==> config.mk <==
export PLATFORM = sky130hd
export DESIGN_NAME = lcd_init_seq
export DESIGN_NICKNAME = d
export VERILOG_FILES = /design/src/rtl/lcd_init_seq.sv
export SDC_FILE = /design/constraint.sdc
export NUM_CORES = 1
export LEC_CHECK = 0
export BUFFER_PORTS_ARGS = -buffer_cell sky130_fd_sc_hd__buf_2
export CORE_MARGIN = 1
export CORE_UTILIZATION = 32
export CTS_CLUSTER_DIAMETER = 80
export DETAILED_ROUTE_END_ITERATION = 7
export PLACE_DENSITY = 0.44
export SLEW_MARGIN = 20
export SYNTH_ARGS = -nofsm -noshare
export SYNTH_HDL_FRONTEND = slang
export SYNTH_SLANG_ARGS = --single-unit
==> constraint.sdc <==
create_clock -name sys_clk_50MHz -period 3 [get_ports sys_clk_50MHz]
set_clock_uncertainty 0.15 [all_clocks]
set_input_delay 0.15 -clock sys_clk_50MHz [delete_from_list [all_inputs] [get_ports sys_clk_50MHz]]
set_output_delay 0.15 -clock sys_clk_50MHz [all_outputs]
set_load 0.03 [all_outputs]
==> src/rtl/lcd_init_seq.sv <==
// ST7789 power-up sequencer: pulses lcd_rst, then streams the init table as {dc, byte} words.
// Define LCD_FILL_EN to follow the table with RAMWR and a solid-colour screen fill.
module lcd_init_seq #(
    parameter int unsigned RST_LOW_CYC  = 500_000,
    parameter int unsigned RST_WAIT_CYC = 6_000_000,
    parameter int unsigned CMD_WAIT_CYC = 6_000_000,
    parameter int unsigned FILL_PIXELS  = 57_600,
    parameter logic [15:0] FILL_COLOR   = 16'hF800
) (
    input  logic       sys_clk_50MHz,
    input  logic       sys_rst_n,
    input  logic       restart,
    input  logic       wr_done,
    output logic       en_write,
    output logic [8:0] data,
    output logic       lcd_rst,
    output logic       busy,
    output logic       init_done
);

    typedef enum logic [2:0] {
        StRstLow, StRstWait, StSend, StWaitDone, StDelay, StDone
    } state_e;

    // A zero-length wait still costs one clock.
    function automatic logic [23:0] cyc_limit(input int unsigned cyc);
        return (cyc == 0) ? 24'd0 : 24'(cyc - 1);
    endfunction

    function automatic logic [8:0] init_word(input logic [2:0] i);
        case (i)
            3'd0:    return 9'h001;
            3'd1:    return 9'h011;
            3'd2:    return 9'h03A;
            3'd3:    return 9'h155;
            3'd4:    return 9'h036;
            3'd5:    return 9'h100;
            3'd6:    return 9'h021;
            default: return 9'h029;
        endcase
    endfunction

    localparam logic [23:0] RstLowLim  = cyc_limit(RST_LOW_CYC);
    localparam logic [23:0] RstWaitLim = cyc_limit(RST_WAIT_CYC);
    localparam logic [23:0] CmdWaitLim = cyc_limit(CMD_WAIT_CYC);

    state_e      state_q;
    logic [23:0] cnt_q;
    logic [2:0]  idx_q;
    logic        is_wait;
    logic        adv;
    logic        adv_done;
    logic [8:0]  adv_word;

`ifdef LCD_FILL_EN
    localparam logic [17:0] FillBytes = 18'(2 * FILL_PIXELS);
    logic        fill_q;
    logic [17:0] fill_cnt_q;
`else
    logic unused_fill_cfg;
    assign unused_fill_cfg = ^{FILL_COLOR, FILL_PIXELS};
`endif

    // adv: the current word is closed and the next one (or DONE) is due.
    always_comb begin
        adv_done = 1'b0;
        adv_word = init_word(idx_q + 3'd1);
        is_wait  = (idx_q <= 3'd1);
`ifdef LCD_FILL_EN
        if (fill_q) begin
            is_wait  = 1'b0;
            adv_done = (fill_cnt_q == FillBytes);
            adv_word = fill_cnt_q[0] ? {1'b1, FILL_COLOR[7:0]} : {1'b1, FILL_COLOR[15:8]};
        end else if (idx_q == 3'd7) begin
            adv_word = 9'h02C;
        end
`else
        adv_done = (idx_q == 3'd7);
`endif
        adv = ((state_q == StWaitDone) && wr_done && !is_wait) ||
              ((state_q == StDelay) && (cnt_q == CmdWaitLim));
    end

    always_ff @(posedge sys_clk_50MHz or negedge sys_rst_n) begin
        if (!sys_rst_n) begin
            state_q    <= StRstLow;
            cnt_q      <= '0;
            idx_q      <= '0;
            en_write   <= 1'b0;
            data       <= '0;
            lcd_rst    <= 1'b0;
            busy       <= 1'b1;
            init_done  <= 1'b0;
`ifdef LCD_FILL_EN
            fill_q     <= 1'b0;
            fill_cnt_q <= '0;
`endif
        end else begin
            case (state_q)
                StRstLow: begin
                    if (cnt_q == RstLowLim) begin
                        state_q <= StRstWait;
                        cnt_q   <= '0;
                        lcd_rst <= 1'b1;
                    end else begin
                        cnt_q <= cnt_q + 24'd1;
                    end
                end
                StRstWait: begin
                    if (cnt_q == RstWaitLim) begin
                        state_q  <= StSend;
                        idx_q    <= '0;
                        en_write <= 1'b1;
                        data     <= init_word(3'd0);
                    end else begin
                        cnt_q <= cnt_q + 24'd1;
                    end
                end
                StSend: begin
                    en_write <= 1'b0;
                    state_q  <= StWaitDone;
                end
                StWaitDone: begin
                    if (wr_done && is_wait) begin
                        state_q <= StDelay;
                        cnt_q   <= '0;
                    end
                end
                StDelay: cnt_q <= cnt_q + 24'd1;
                StDone: begin
                    if (restart) begin
                        state_q   <= StRstLow;
                        cnt_q     <= '0;
                        idx_q     <= '0;
                        lcd_rst   <= 1'b0;
                        busy      <= 1'b1;
                        init_done <= 1'b0;
`ifdef LCD_FILL_EN
                        fill_q    <= 1'b0;
`endif
                    end
                end
                default: state_q <= StRstLow;
            endcase

            if (adv) begin
                if (adv_done) begin
                    state_q   <= StDone;
                    busy      <= 1'b0;
                    init_done <= 1'b1;
                end else begin
                    state_q  <= StSend;
                    en_write <= 1'b1;
                    data     <= adv_word;
`ifdef LCD_FILL_EN
                    if (fill_q) begin
                        fill_cnt_q <= fill_cnt_q + 18'd1;
                    end else if (idx_q == 3'd7) begin
                        fill_q     <= 1'b1;
                        fill_cnt_q <= '0;
                    end else begin
                        idx_q <= idx_q + 3'd1;
                    end
`else
                    idx_q <= idx_q + 3'd1;
`endif
                end
            end
        end
    end

endmodule

==> results.md <==
* Row count at 34
* FF-to-FF End: cnt_q[2]
* Final wirelength at between 7000 and 8000 microns
* Leak Pwr at about 0.0013 uW
* Critical path required time at 3.07 ns
* Placed Cells at 424
* Most frequent cells in the layout: 42 x dfrtp_1, 17 x nor2_1, 17 x nand2_1
* Actual slew at the worst max-slew pin at between 0.6 and 0.7 ns
* Reg2reg path depth at 6
* Max VDD drop at 0.000278 V
* Die X-Extent at roughly 96 microns
* Root Buffer: clkbuf_8
* Hpwl dp at about 5600 microns
* CP max-delay cell: o32a_1
* Final Hold Viols at 0
* First-pass GRT wire length at 13,000 microns
* Ys async rst share at 100%
* Post-route setup TNS at 0 ns
* ANT cells at 0
* FF-to-FF setup slack at just under 0.5 ns
* Worst-path clk slew at 0.09 ns
* Crit path kind: reg -> reg
* Hold Crit Class: in -> reg
* NumNets Final at 334
* H-tree depth at 2
* Syn. warnings at 0
* Crit end category: flip-flop
* Post-synth EDFFs at 0
* Starting DRT DRC Count at about 130
* Switching Fraction at 36.3%
* Critical path endpoint: cnt_q[2]
* Port bufs at 16
* Synthesized flop and latch total at 43
* GPL Wtd Cong at about 0.8
* Area growth syn-to-layout at 11.4%
* Vias/cell at 5.76
* Area of the multi-input gates at 1620 sq um
* Internal power at between 1000 and 1500 uW
* Max-cap violations at 0
* First element of the critical path: idx_q[1]
* CTS max path bufs at 2
* Length of the first detailed-routing pass in iterations at 4
* Top_reg_cell synth: dfrtp_1
* Post-synthesis cell count at 309
* Clock latency on the worst-skew pair at 0.30 ns
* Synthesized area at 2850 sq um
* Antenna violations before repair at 0
* CTS buffer count at 5
* # IOs at 17
* CTS sink cnt at 43
* Outcome: finished clean
* Worst path cell trace: inv_1 > ha_1 > o21ba_1 > o32a_1 > a21oi_2 > a22o_1
* Initial Util at 32.9%
* Combinational Power Share at 30.9%
* Die Y at 96.4 microns
* Post-synthesis sequential area ratio at 37.8%
* RSZ-0062 raised after global routing: false
* Clock power frac at between 20% and 30%
* Final Max Slew Viols at 0
* P_sw at 677 uW
* Largest net degree at the start of global routing at 44
* Synth unique cells at 67
* Setup bufs post-CTS at 0
* Setup violators final at 0
* Worst slew margin at 54.6%
* Final non-filler cell total at 433
* CTS Hold Bufs at 1
* Commonest non-fill, non-tap cell in the layout: dfrtp_1
* Synthesized area per cell at around 9.2 sq um
* Routed len/inst at 18.0 microns
* GRT Total Usage at 18.4%
* Crit share post-route at 83.6%
* Fmax at 0.399 GHz
* Total Die Area at 9300 sq um
* Final worst slack at 0.491 ns
* Fillers at 904
* TritonCTS clock tree: built
* R2r startpoint: idx_q[1]
* Vias in the first global route at 2,473
* Vias at 2,493
* Syn_nets at 319
* CP Max Fanout at 8
* Crit path arrival time at 2.58 ns
* Post-CTS sizing at 0
* Share of cells above drive strength 1 at between 10% and 20%
* Place WS at 0.488 ns
* DRC viols at 0
* Grt total ovfl at 0
* Worst setup SP type: flip-flop
* Core region area at slightly below 9000 sq um
* Max incr delay on CP at between 0.4 and 0.5 ns
* Power per cell area at 587 nW/um^2
* Reg area at 1080 sq um
* Post-route ant nets at 0
* Crit path time final at 2.51 ns
* Reg power frac at 43.5%
cell usage after synthesis, drive strengths merged, types with 3 or more instances:
master	count	share of area (%)
and3	8	1.9
o21ai	21	3.9
and4	3	1.0
o31ai	6	1.6
nand3	15	2.8
o2bb2ai	5	1.5
inv	13	1.7
nor4	6	2.4
a32oi	8	2.5
a21oi	7	1.5
nand2b	9	2.0
a21boi	3	1.2
and2	7	1.5
dfrtp	42	37
a22o	12	3.7
nand4	12	2.6
nand2	18	2.5
buf	13	2.7
mux2i	3	1.1
nor3	5	0.88
o22ai	16	3.5
o21a	3	0.79
ha	6	2.6
nor3b	4	1.4
nor2	17	2.2
a31oi	6	1.8
clkbuf	7	0.92
nor2b	4	0.88
o41ai	3	0.92
critical path: cells and delay by family (launching register included):
family                     cells  cell delay, ns
DFF                            1            0.46
buffers and inverters          1            0.11
AOI/OAI and AO/OA              4            1.43
adders and majority gates      1            0.28
metal layers:
| layer | wire length (microns) | vias to the layer above | track usage (%) | part of all wire, % |
|---|---|---|---|---|
| met5 | 0 | - | 0 | 0 |
| met4 | 91 | 0 | 5.02 | 1.2 |
| met3 | 271 | 9 | 2.58 | 3.5 |
| met2 | 3620 | 55 | 30.1 | 46 |
| met1 | 3800 | 1206 | 25.4 | 49 |
| li1 | - | 1223 | - | - |
cell families (layout without fill, tap and decap cells):
group                      count (synthesis)  count (layout)  share of synthesized area [%]
and+or+nand+nor                          116             116                           24.3
AOI/OAI and AO/OA                        106             106                           28.1
DFF                                       43              43                           37.8
buffers and inverters                     33              49                           5.31
adders and majority gates                  6               6                           2.63
muxes                                      5               5                           1.84
power by group through the flow:
stage / Combinational, uW / Clock, uW / Sequential, uW
after floorplan: 399 / 0 / 831
after global placement: 585 / 0 / 820
after detailed placement: 577 / 0 / 822
after CTS: 580 / 497 / 812
after global routing: 650 / 523 / 837
final: 576 / 478 / 812
stage by stage:
step | hold slack [ns] | power [uW] | util [%] | cell area, sq um
after floorplan | -0.296 | 1230 | - | 2850
after global placement | 0.240 | 1400 | 35.1 | 3050
after detailed placement | 0.238 | 1400 | 35.1 | 3050
after CTS | 0.0621 | 1890 | 36.6 | 3180
after global routing | 0.0652 | 2010 | 36.6 | 3180
final | 0.0656 | 1870 | 36.6 | 3180
worst min-delay path by stage:
stage	from	to	slack, ns	cells past startpoint
2_1_floorplan	sys_rst_n	cnt_q[0]	-0.30	0
3_3_place_gp	sys_rst_n	init_done	0.24	1
3_5_place_dp	sys_rst_n	init_done	0.24	1
4_1_cts	wr_done	state_q[1]	0.06	3
5_1_grt	wr_done	state_q[1]	0.07	3
6_report	wr_done	state_q[1]	0.07	3
registers in the layout, indices dropped and copies added, names as in the netlist:
signal     count
busy           1
cnt_q         24
data           9
en_write       1
idx_q          3
init_done      1
lcd_rst        1
state_q        3
area by class of cell:
cell class,count,share of cell area [%]
Multi-Input combinational cell,233,51.1
Sequential cell,43,33.9
Timing Repair Buffer,28,5.51
Tap cell,108,4.25
Clock buffer,6,2.60
Inverter,13,1.54
Clock inverter,2,1.10
No activity file was read; power rests on OpenSTA's default activity.
